## src/rtl/axis_slew_limiter_pkg.sv

```systemverilog
// Shared types and default widths for the slew limiter and its tick generator.
package axis_slew_limiter_pkg;

  localparam int DEFAULT_DATA_WIDTH     = 32;
  localparam int DEFAULT_STEP_WIDTH     = 24;
  localparam int DEFAULT_PRESCALE_WIDTH = 16;

  typedef enum logic {
    HOLD = 1'b0,
    RAMP = 1'b1
  } slew_state_t;

endpackage

```

## src/rtl/slew_tick_gen.sv

```systemverilog
// Programmable tick divider: one-cycle tick every prescale+1 cycles.
module slew_tick_gen
  import axis_slew_limiter_pkg::*;
#(
  parameter int PRESCALE_WIDTH = DEFAULT_PRESCALE_WIDTH
) (
  input  logic                      a_clk,
  input  logic                      a_rst,
  input  logic [PRESCALE_WIDTH-1:0] prescale,
  output logic                      tick
);

  logic [PRESCALE_WIDTH-1:0] cnt;

  // >= rather than == so that lowering prescale below cnt wraps immediately.
  assign tick = (cnt >= prescale);

  always_ff @(posedge a_clk or posedge a_rst) begin
    if (a_rst) begin
      cnt <= '0;
    end else if (tick) begin
      cnt <= '0;
    end else begin
      cnt <= cnt + PRESCALE_WIDTH'(1);
    end
  end

endmodule

```

## src/rtl/axis_slew_limiter.sv

```systemverilog
// Ramps the output toward the latched target by at most one step per tick.
module axis_slew_limiter
  import axis_slew_limiter_pkg::*;
#(
  parameter int DATA_WIDTH     = DEFAULT_DATA_WIDTH,
  parameter int STEP_WIDTH     = DEFAULT_STEP_WIDTH,
  parameter int PRESCALE_WIDTH = DEFAULT_PRESCALE_WIDTH
) (
  input  logic                      a_clk,
  input  logic                      a_rst,
  input  logic [DATA_WIDTH-1:0]     S_AXIS_tdata,
  input  logic                      S_AXIS_tvalid,
  input  logic [STEP_WIDTH-1:0]     step,
  input  logic [PRESCALE_WIDTH-1:0] prescale,
  output logic [DATA_WIDTH-1:0]     M_AXIS_tdata,
  output logic                      M_AXIS_tvalid,
  output logic                      busy
);

  localparam int EXT_WIDTH = DATA_WIDTH + 1;

  slew_state_t                 state_q, state_next;
  logic [DATA_WIDTH-1:0]       target_q, out_q, out_next;
  logic                        valid_q;
  logic                        tick;
  logic signed [EXT_WIDTH-1:0] diff, mag, step_ext;
  logic [DATA_WIDTH-1:0]       step_dw;

  slew_tick_gen #(
    .PRESCALE_WIDTH(PRESCALE_WIDTH)
  ) u_tick (
    .a_clk   (a_clk),
    .a_rst   (a_rst),
    .prescale(prescale),
    .tick    (tick)
  );

  // One extra bit keeps the difference exact across the full signed range.
  assign diff     = $signed({target_q[DATA_WIDTH-1], target_q}) - $signed({out_q[DATA_WIDTH-1], out_q});
  assign mag      = diff[EXT_WIDTH-1] ? -diff : diff;
  assign step_ext = EXT_WIDTH'(step);
  assign step_dw  = DATA_WIDTH'(step);

  always_comb begin
    state_next = HOLD;
    out_next   = out_q;
    if (out_q != target_q) begin
      state_next = RAMP;
    end
    if (tick && state_q == RAMP) begin
      if (step == '0 || mag <= step_ext) begin
        out_next = target_q;
      end else begin
        // Only reached when |diff| > step, so the stepped value cannot wrap.
        out_next = diff[EXT_WIDTH-1] ? (out_q - step_dw) : (out_q + step_dw);
      end
    end
  end

  always_ff @(posedge a_clk or posedge a_rst) begin
    if (a_rst) begin
      state_q  <= HOLD;
      target_q <= '0;
      out_q    <= '0;
      valid_q  <= 1'b0;
    end else begin
      state_q <= state_next;
      out_q   <= out_next;
      valid_q <= 1'b1;
      if (S_AXIS_tvalid) begin
        target_q <= S_AXIS_tdata;
      end
    end
  end

  assign M_AXIS_tdata  = out_q;
  assign M_AXIS_tvalid = valid_q;
  assign busy          = (state_q == RAMP);

endmodule
```

## config.mk

```make
export PLATFORM = sky130hd
export DESIGN_NAME = axis_slew_limiter
export DESIGN_NICKNAME = d
export VERILOG_FILES = /design/src/rtl/axis_slew_limiter_pkg.sv /design/src/rtl/slew_tick_gen.sv /design/src/rtl/axis_slew_limiter.sv
export SDC_FILE = /design/constraint.sdc
export NUM_CORES = 1
export LEC_CHECK = 0
export ABC_AREA = 1
export BUFFER_PORTS_ARGS = -buffer_cell sky130_fd_sc_hd__buf_2
export CAP_MARGIN = 0
export CORE_UTILIZATION = 38
export DETAILED_ROUTE_END_ITERATION = 12
export PLACE_DENSITY = 0.66
export SYNTH_ARGS = -nofsm -noshare
export SYNTH_HDL_FRONTEND = slang
export SYNTH_SLANG_ARGS = --single-unit
```

## constraint.sdc

```tcl
create_clock -name a_clk -period 4.77 [get_ports a_clk]
set_input_delay 0.477 -clock a_clk [delete_from_list [all_inputs] [get_ports a_clk]]
set_output_delay 0.477 -clock a_clk [all_outputs]
set_load 0.1 [all_outputs]
```

## Word level (Yosys, flattened, before mapping)

Cells that the tools add are included.

| storage, ports and cells | value |
|---|---|
| register bits after elaboration | 82 |
| bits of input ports | 75 |
| output and inout port bits | 34 |
| logic and storage cells | 21 |

| cells by class | value |
|---|---|
| $add $sub $neg | 5 |
| $lt $le $gt $ge | 2 |
| equal/unequal tests | 1 |
| multiplexer cells | 5 |
| reduce and logical (&&, ||, !) cells | 3 |

Operators by type and width:

| kind | count |
|---|---|
| $mux 32 | 2 |
| $le 33x25->1 | 1 |
| $mux 33 | 1 |
| $neg 33->33 | 1 |
| $sub 32x32->33 | 1 |
| $add 32x24->32 | 1 |
| $ne 32x32->1 | 1 |
| $sub 32x24->32 | 1 |
| $logic_not 24->1 | 1 |
| $add 16x1->16 const B | 1 |
| $ge 16x16->1 | 1 |
| $mux 16 | 1 |
| $logic_and 1x1->1 | 1 |
| $logic_or 1x1->1 | 1 |
| $mux 1 | 1 |

## Longest topological paths before layout

Gate-level depths: netlist (run 1).

| logic depth | value |
|---|---|
| depth in word-level cells | 6 |
| mapped depth | 42 |
| depth with buffers taken out | 39 |

## Cells and area by module

From an unflattened synthesis (run 1), not the netlist that was laid out.

| second synthesis, totals | value |
|---|---|
| cell total of the unflattened synthesis | 1,744 |
| area total of the unflattened synthesis | 10,613.9 um2 |

By module, submodules not included:

| module | instances | cells each | area each (um2) | seq. area each (um2) |
|---|---|---|---|---|
| axis_slew_limiter | 1 | 1,573 | 9,350.2 | 1,651.6 |
| slew_tick_gen | 1 | 171 | 1,263.7 | 400.4 |

## Least setup slack after synthesis (run 1)

No wires, ideal clock.

| timing | value |
|---|---|
| path type | flip-flop to flip-flop |
| from | reg out_q[0], in the netlist M_AXIS_tdata[0] |
| to | reg out_q[25], in the netlist M_AXIS_tdata[25] |
| library setup time | 0.120 ns |
| arrival | 5.215 ns |
| data required time | 4.650 ns |
| path slack | -0.565 ns |
| stages on the path, launching flop included | 32 |
| buffers on the path | 2 |
| clock period less this slack | 5.335 ns |
| cells stage by stage | dfrtp_1 > ha_1 > fa_1 > inv_1 > nand2_1 > nand2_2 > nand3_1 > nand2_2 > nand2_1 > nand2_1 > nand2_1 > nand3_1 > nand2_4 > inv_2 > buf_2 > buf_1 > nor2_1 > xor2_1 > ha_1 > a21oi_1 > nand2_1 > a21oi_1 > inv_1 > a21oi_1 > o21ai_0 > a21oi_1 > o21ai_0 > a21oi_1 > xor2_1 > nand3_1 > nand3_1 > nand2_1 |

| on the way | value |
|---|---|
| longest elaborated chain between the ends | 6 |
| elaborated cells between the ends (all ways) | 9 |
| those cells by class | 4 x add/sub; 1 x order compare; 3 x mux; 1 x reduce/logical |

Ends and longest elaborated chain:

| element | line | RTL |
|---|---|---|
| start, declared | axis_slew_limiter.sv:23 | `logic [DATA_WIDTH-1:0] target_q, out_q, out_next;` |
| start signal, assigned | axis_slew_limiter.sv:68 | `out_q <= out_next;` |
| $sub 32x32->33 | axis_slew_limiter.sv:39 | `assign diff = $signed({target_q[DATA_WIDTH-1], target_q}) - $signed({out_q[DATA_WIDTH-1], out_q});` |
| $neg 33->33 | axis_slew_limiter.sv:40 | `assign mag = diff[EXT_WIDTH-1] ? -diff : diff;` |
| $mux 33 | axis_slew_limiter.sv:40 |  |
| $le 33x25->1 | axis_slew_limiter.sv:51 | `if (step == '0 \|\| mag <= step_ext) begin` |
| $logic_or 1x1->1 | axis_slew_limiter.sv:51 |  |
| $mux 32 * | axis_slew_limiter.sv:51 |  |

Mark *: on every way between the ends. The rest lies on a longest branch, timed or not.
A chain may end at the register's enable or synchronous reset.

## Final worst setup path (run 1)

| timing | value |
|---|---|
| from | reg out_q[0], in the netlist M_AXIS_tdata[0] |
| to | reg out_q[20], in the netlist M_AXIS_tdata[20] |

Same word-level chain as after synthesis.

==> results of run 1 <==
==> area by class of cell <==
| class | instances | area, µm² |
|---|---|---|
| fill | 2812 | 13600 |
| tap | 378 | 473 |
| multi-input combinational | 1343 | 7430 |
| timing repair buffer | 349 | 2540 |
| clock inverter | 7 | 93.8 |
| sequential | 82 | 2090 |
| inverter | 321 | 1210 |
| clock buffer | 9 | 225 |
==> worst max-delay path, delay by kind of cell, from the launching register on <==
family                     cells  cell delay, ns
AOI/OAI and AO/OA              6            0.70
buffers and inverters          5            0.64
and+or+nand+nor               22            1.87
adders and majority gates      4            1.21
DFF                            1            0.42
xor gates and xnor gates       1            0.16
==> stage by stage <==
step	cell area [µm²]	utilization, %	hold WS, ns	TNS [ns]	cells
CTS	13900	50.2	0.189	-4.17	2484
finish	14100	50.7	0.178	-9.38	2489
detailed placement	13200	47.6	0.485	-12.86	2441
global placement	13200	47.6	0.477	-12.29	2441
global route	14100	50.7	0.242	-17.68	2489
floorplan	10800	-	0.454	0	1774
==> Yosys cell counts (10+ instances only) <==
master	instances
a21oi_1	75
o21ai_0	72
clkbuf_1	13
inv_1	314
nand3_1	131
buf_6	10
nand4_1	15
nand2_1	603
nand2_2	18
ha_1	106
nand3_2	21
dfrtp_1	82
nor2_1	127
xor2_1	61
nor3_1	25
xnor2_1	16
nor2_2	12
==> cell families (layout without fill, tap and decap cells) <==
kind of cell               count (synthesis)  after routing  share of synthesized area, %
buffers and inverters                    350            686                          13.0
AOI/OAI and AO/OA                        173            173                          8.69
and+or+nand+nor                          983            984                          40.0
adders and majority gates                108            108                          12.8
DFF                                       82             82                          19.2
xor gates and xnor gates                  77             77                          6.30
other                                      1              1                        0.0350
==> registers in the layout, indices dropped and copies added (netlist names) <==
name,flops
M_AXIS_tdata,32
target_q,32
u_tick.cnt,16
M_AXIS_tvalid,1
busy,1
==> what timing repair did <==
action | 4_1_cts | 5_1_grt
cloned | 4 | 1
pin swaps | 8 | 7
setup buffers | 23 | 5
gates resized for setup | 27 | 26
endpoints found under the setup margin | 32 | 32
hold endpoints to repair | 0 | 0
==> path summary, 6_finish.rpt <==
kind | start | depth (start not counted) | slack (ns) | end
min in group a_clk | S_AXIS_tdata[29] | 3 | 0.32 | target_q[29]
max in group asynchronous | a_rst | 3 | 3.47 | M_AXIS_tdata[29]
worst min register to register | u_tick.cnt[0] | 1 | 0.49 | u_tick.cnt[0]
worst max register to register | M_AXIS_tdata[0] | 38 | -0.35 | M_AXIS_tdata[20]
worst max-delay path | M_AXIS_tdata[0] | 38 | -0.35 | M_AXIS_tdata[20]
worst min-delay path | a_rst | 2 | 0.18 | u_tick.cnt[14]
==> layout by cell type, fill, tap and decap left out, types with 3 or more instances in the layout <==
cell type    n
nand2_4      3
xnor2_1     16
nor2_2      15
nor2_1     122
buf_6        6
inv_2        5
nand3b_1     6
clkinv_2     3
clkbuf_16   10
nand2_1    595
o21a_1       3
xor2_1      61
nor3b_1      8
nor3_1      23
nand3_2     24
dfrtp_1     50
a21oi_2      7
nand4_1     15
nand2_2     25
dfrtp_2     32
a21oi_1     68
nor2_4       8
o211ai_1     4
a21o_1       3
o21ai_0     67
nor4_1       4
inv_1      312
buf_2      108
a31oi_1      5
o21bai_1     3
nand3_1    128
buf_4      224
buf_16       3
buf_12       7
o21ai_2      4
ha_1       104
==> routing by layer <==
layer  up-vias  share of wire [%]  routed length, µm  global-route usage [%]
met5         -                  0                  0                       0
met4         0                2.5                923                    8.54
met3        44                5.9               2140                    2.35
met2       373                 45              16300                    42.3
met1      5599                 47              17200                    35.9
li1       6224                  -                  -                       -
==> impl_metrics.env, run 1 <==
export IMPL_rsz0062_at_grt="true"
export IMPL_dieArea_mm2=0.0288
export IMPL_area_growth_pct=31.3
export IMPL_gr_total_overflow=0
export IMPL_status="finished, violations left"
export IMPL_crit_top_cell="nand2_1"
export IMPL_grt_pass1_vias=11617
export IMPL_clock_skew_ns=0.0116
export IMPL_synth_area_leader_cell="nand2_1"
export IMPL_synth_edf_count=0
export IMPL_ant_nets=0
export IMPL_max_cap_viol_count=0
export IMPL_io_buffers=108
export IMPL_fmax_mhz=195
export IMPL_end_kind="flop"
export IMPL_synth_flop_cell="dfrtp_1"
export IMPL_yosysUniqueCellTypes=45
export IMPL_cts_sinks=82
export IMPL_viasPerCell=4.92
export IMPL_syn_area_per_cell_um2=6.03
export IMPL_nets=2289
export IMPL_pin_count=109
export IMPL_cts_max_path_buffers=2
export IMPL_cts_root_buffer="clkbuf_16"
export IMPL_dp_hpwl_mm=29.6
export IMPL_drt_iter0_drc=1024
export IMPL_grt_max_degree=65
export IMPL_std_cell_rows=61
export IMPL_hp_class="input pin to asynchronous set/reset pin"
export IMPL_critPathRequiredTime_ns=5.01
export IMPL_vias=12240
export IMPL_grt_total_usage_pct=25.9
export IMPL_first_pass_iters=7
export IMPL_critical_path_class="flop to flop"
export IMPL_antenna_found_initial=0
export IMPL_synth_area_leaders="nand2_1 (21%), dfrtp_1 (19%), ha_1 (12%)"
export IMPL_syn_inst=1774
export IMPL_violations="negative setup slack"
export IMPL_drv_slew=0
export IMPL_antennaDiodeCount=0
export IMPL_cp_max_fo=6
export IMPL_die_w_um=170
export IMPL_worstMarginPinSlew_ns=1.10
export IMPL_relSlewSlack_pct=26.5
export IMPL_grt_pass1_wl_mm=58.3
export IMPL_cp_start_kind="flop"
export IMPL_synth_top_cell_area_share_pct=21.2
export IMPL_clkLatencyLatePin_ns=0.36
export IMPL_coreArea_mm2=0.0277
export IMPL_wire_per_inst_um=14.7
export IMPL_min_period_ns=5.12
export IMPL_place_congestion=0.959
export IMPL_critPathSlowestCell="fa_2"
export IMPL_dp_slack_ns=-0.437
export IMPL_netlist_area_mm2=0.0107
export IMPL_cts_tree="built"
export IMPL_ys_seq_area_share_pct=19.2
export IMPL_cpPeakStageDelay_ns=0.56
export IMPL_layout_setup_ws_ns=-0.348
export IMPL_drc=0
export IMPL_clk_pin_slew_ns=0.07
export IMPL_hold_viol=0
export IMPL_drive_above_1_share_pct=23.7
export IMPL_routed_wl_mm=36.5
export IMPL_synth_fp_nets=1957
export IMPL_finalCritPeriodShare_pct=107
export IMPL_yosys_warnings=0
export IMPL_start_util_pct=38.6
export IMPL_cts_buffers=9
export IMPL_postCtsHoldBufs=0
export IMPL_ys_ff_latch=82
export IMPL_htree_levels=3
export IMPL_crit_arrival_ns=5.36
export IMPL_setup_viol_count_final=32
export IMPL_dieHeight_um=170
export IMPL_async_reset_ff_share_pct=100
Power of run 1 is left out: the tool's default activity adds up to more than one toggle a clock period on the data nets, which glitch-free logic cannot reach.
==> inputs of run 2 (changes only) <==
Settings changed: PLACE_DENSITY 0.66 to 0.63.
Clock period 4.77 ns to 6.25 ns, I/O delays scaled along.
==> impl_metrics.env, run 2 (synthesis gave the netlist of run 1 again) <==
export IMPL_status="finished, final reports clean"
export IMPL_fin_tns_setup_ns=0
export IMPL_hp_class="input pin to asynchronous set/reset pin"
export IMPL_rsz0062_at_grt="false"
export IMPL_post_cts_resized=0
export IMPL_fillers=3020
export IMPL_pin_count=109
export IMPL_cts_tree="built"
export IMPL_hold_viol=0
export IMPL_r2r_cells=30
export IMPL_grt_pass1_wl_mm=54.3
export IMPL_grt_total_usage_pct=24.2
export IMPL_max_cap_viol_count=0
export IMPL_first_pass_iters=6
export IMPL_clk_pin_slew_ns=0.07
export IMPL_postCtsHoldBufs=0
export IMPL_drc=0
export IMPL_layout_setup_ws_ns=0.715
export IMPL_grt_pass1_vias=10707
export IMPL_antennaDiodeCount=0
export IMPL_clock_skew_ns=0.00999
export IMPL_cp_start_kind="flop"
export IMPL_fmax_mhz=181
export IMPL_routed_wl_mm=33.9
export IMPL_crit_top_cell="nand2_1"
export IMPL_cts_max_path_buffers=2
export IMPL_finalCritPeriodShare_pct=88.6
export IMPL_std_cell_rows=61
export IMPL_cts_root_buffer="clkbuf_16"
export IMPL_start_util_pct=38.6
export IMPL_critPathRequiredTime_ns=6.50
export IMPL_coreArea_mm2=0.0277
export IMPL_critical_path_class="flop to flop"
export IMPL_end_kind="flop"
export IMPL_grt_max_degree=65
export IMPL_dieArea_mm2=0.0288
export IMPL_wire_per_inst_um=15.0
export IMPL_cts_sinks=82
export IMPL_setup_viol_count_final=0
export IMPL_min_period_ns=5.54
export IMPL_drive_above_1_share_pct=10.5
export IMPL_area_growth_pct=11.4
export IMPL_antenna_found_initial=0
export IMPL_dp_hpwl_mm=27.6
export IMPL_drt_iter0_drc=889
export IMPL_worstMarginPinSlew_ns=1.10
export IMPL_multi_input_area_mm2=0.00725
export IMPL_dp_slack_ns=0.837
export IMPL_dieHeight_um=170
export IMPL_ant_nets=0
export IMPL_final_cell_mix="nand2_1 (603), inv_1 (313), nand3_1 (131)"
export IMPL_holdWs_ns=0.255
export IMPL_cp_max_fo=27
export IMPL_place_congestion=0.937
export IMPL_nets=2055
export IMPL_crit_arrival_ns=5.78
export IMPL_cpPeakStageDelay_ns=0.42
export IMPL_final_common_cell="nand2_1"
export IMPL_io_buffers=108
export IMPL_relSlewSlack_pct=26.6
export IMPL_vias=11158
export IMPL_critPathSlowestCell="dfrtp_1"
export IMPL_drv_slew=0
export IMPL_die_w_um=170
export IMPL_clkLatencyLatePin_ns=0.37
export IMPL_viasPerCell=4.95
export IMPL_cts_buffers=9
export IMPL_htree_levels=3
export IMPL_gr_total_overflow=0
export IMPL_final_seq_area_mm2=0.00205
export IMPL_cts_setup_buffers=0
==> run 2: area by class of cell <==
type                            count  area share (%)
Clock buffer                       12            2.07
Clock inverter                      4           0.630
Inverter                          321            10.1
Multi-Input combinational cell   1342            60.9
Sequential cell                    82            17.2
Tap cell                          378            3.97
Timing Repair Buffer              116            5.14
==> run 2: path summary, 6_finish.rpt <==
kind	from	slack [ns]	end
max	M_AXIS_tdata[0]	0.71	M_AXIS_tdata[25]
min	a_rst	0.25	target_q[8]
max reg2reg	M_AXIS_tdata[0]	0.71	M_AXIS_tdata[25]
min reg2reg	u_tick.cnt[0]	0.49	u_tick.cnt[0]
max in group asynchronous	a_rst	4.81	target_q[22]
min in group a_clk	S_AXIS_tdata[28]	0.46	target_q[28]
==> run 2: worst max-delay path, delay by kind of cell, from the launching register on <==
| family | cells | cell delay, ns |
|---|---|---|
| AO/OA/AOI/OAI | 8 | 1.72 |
| XOR/XNOR | 2 | 0.45 |
| adder cells (fa/ha/maj) | 3 | 0.97 |
| buffers and inverters | 4 | 0.63 |
| flip-flops | 1 | 0.42 |
| AND/OR/NAND/NOR | 13 | 1.23 |
==> run 2: per-stage QoR <==
stage               area [µm²]  utilization [%]  cells
finish                   11900             43.0   2255
detailed placement       11600             41.9   2239
CTS                      11900             43.0   2255
global placement         11600             41.9   2239
global route             11900             43.0   2255
floorplan                10700                -   1774
==> run 2: routing by layer <==
layer  GRT usage, %  vias up  part of all wire [%]
met5              0        -                     0
met4           7.72        0                   2.4
met3           3.49       48                   5.0
met2           39.3      287                    44
met1           32.9     5065                    48
li1               -     5758                     -
Power of run 2 is left out for the same reason.
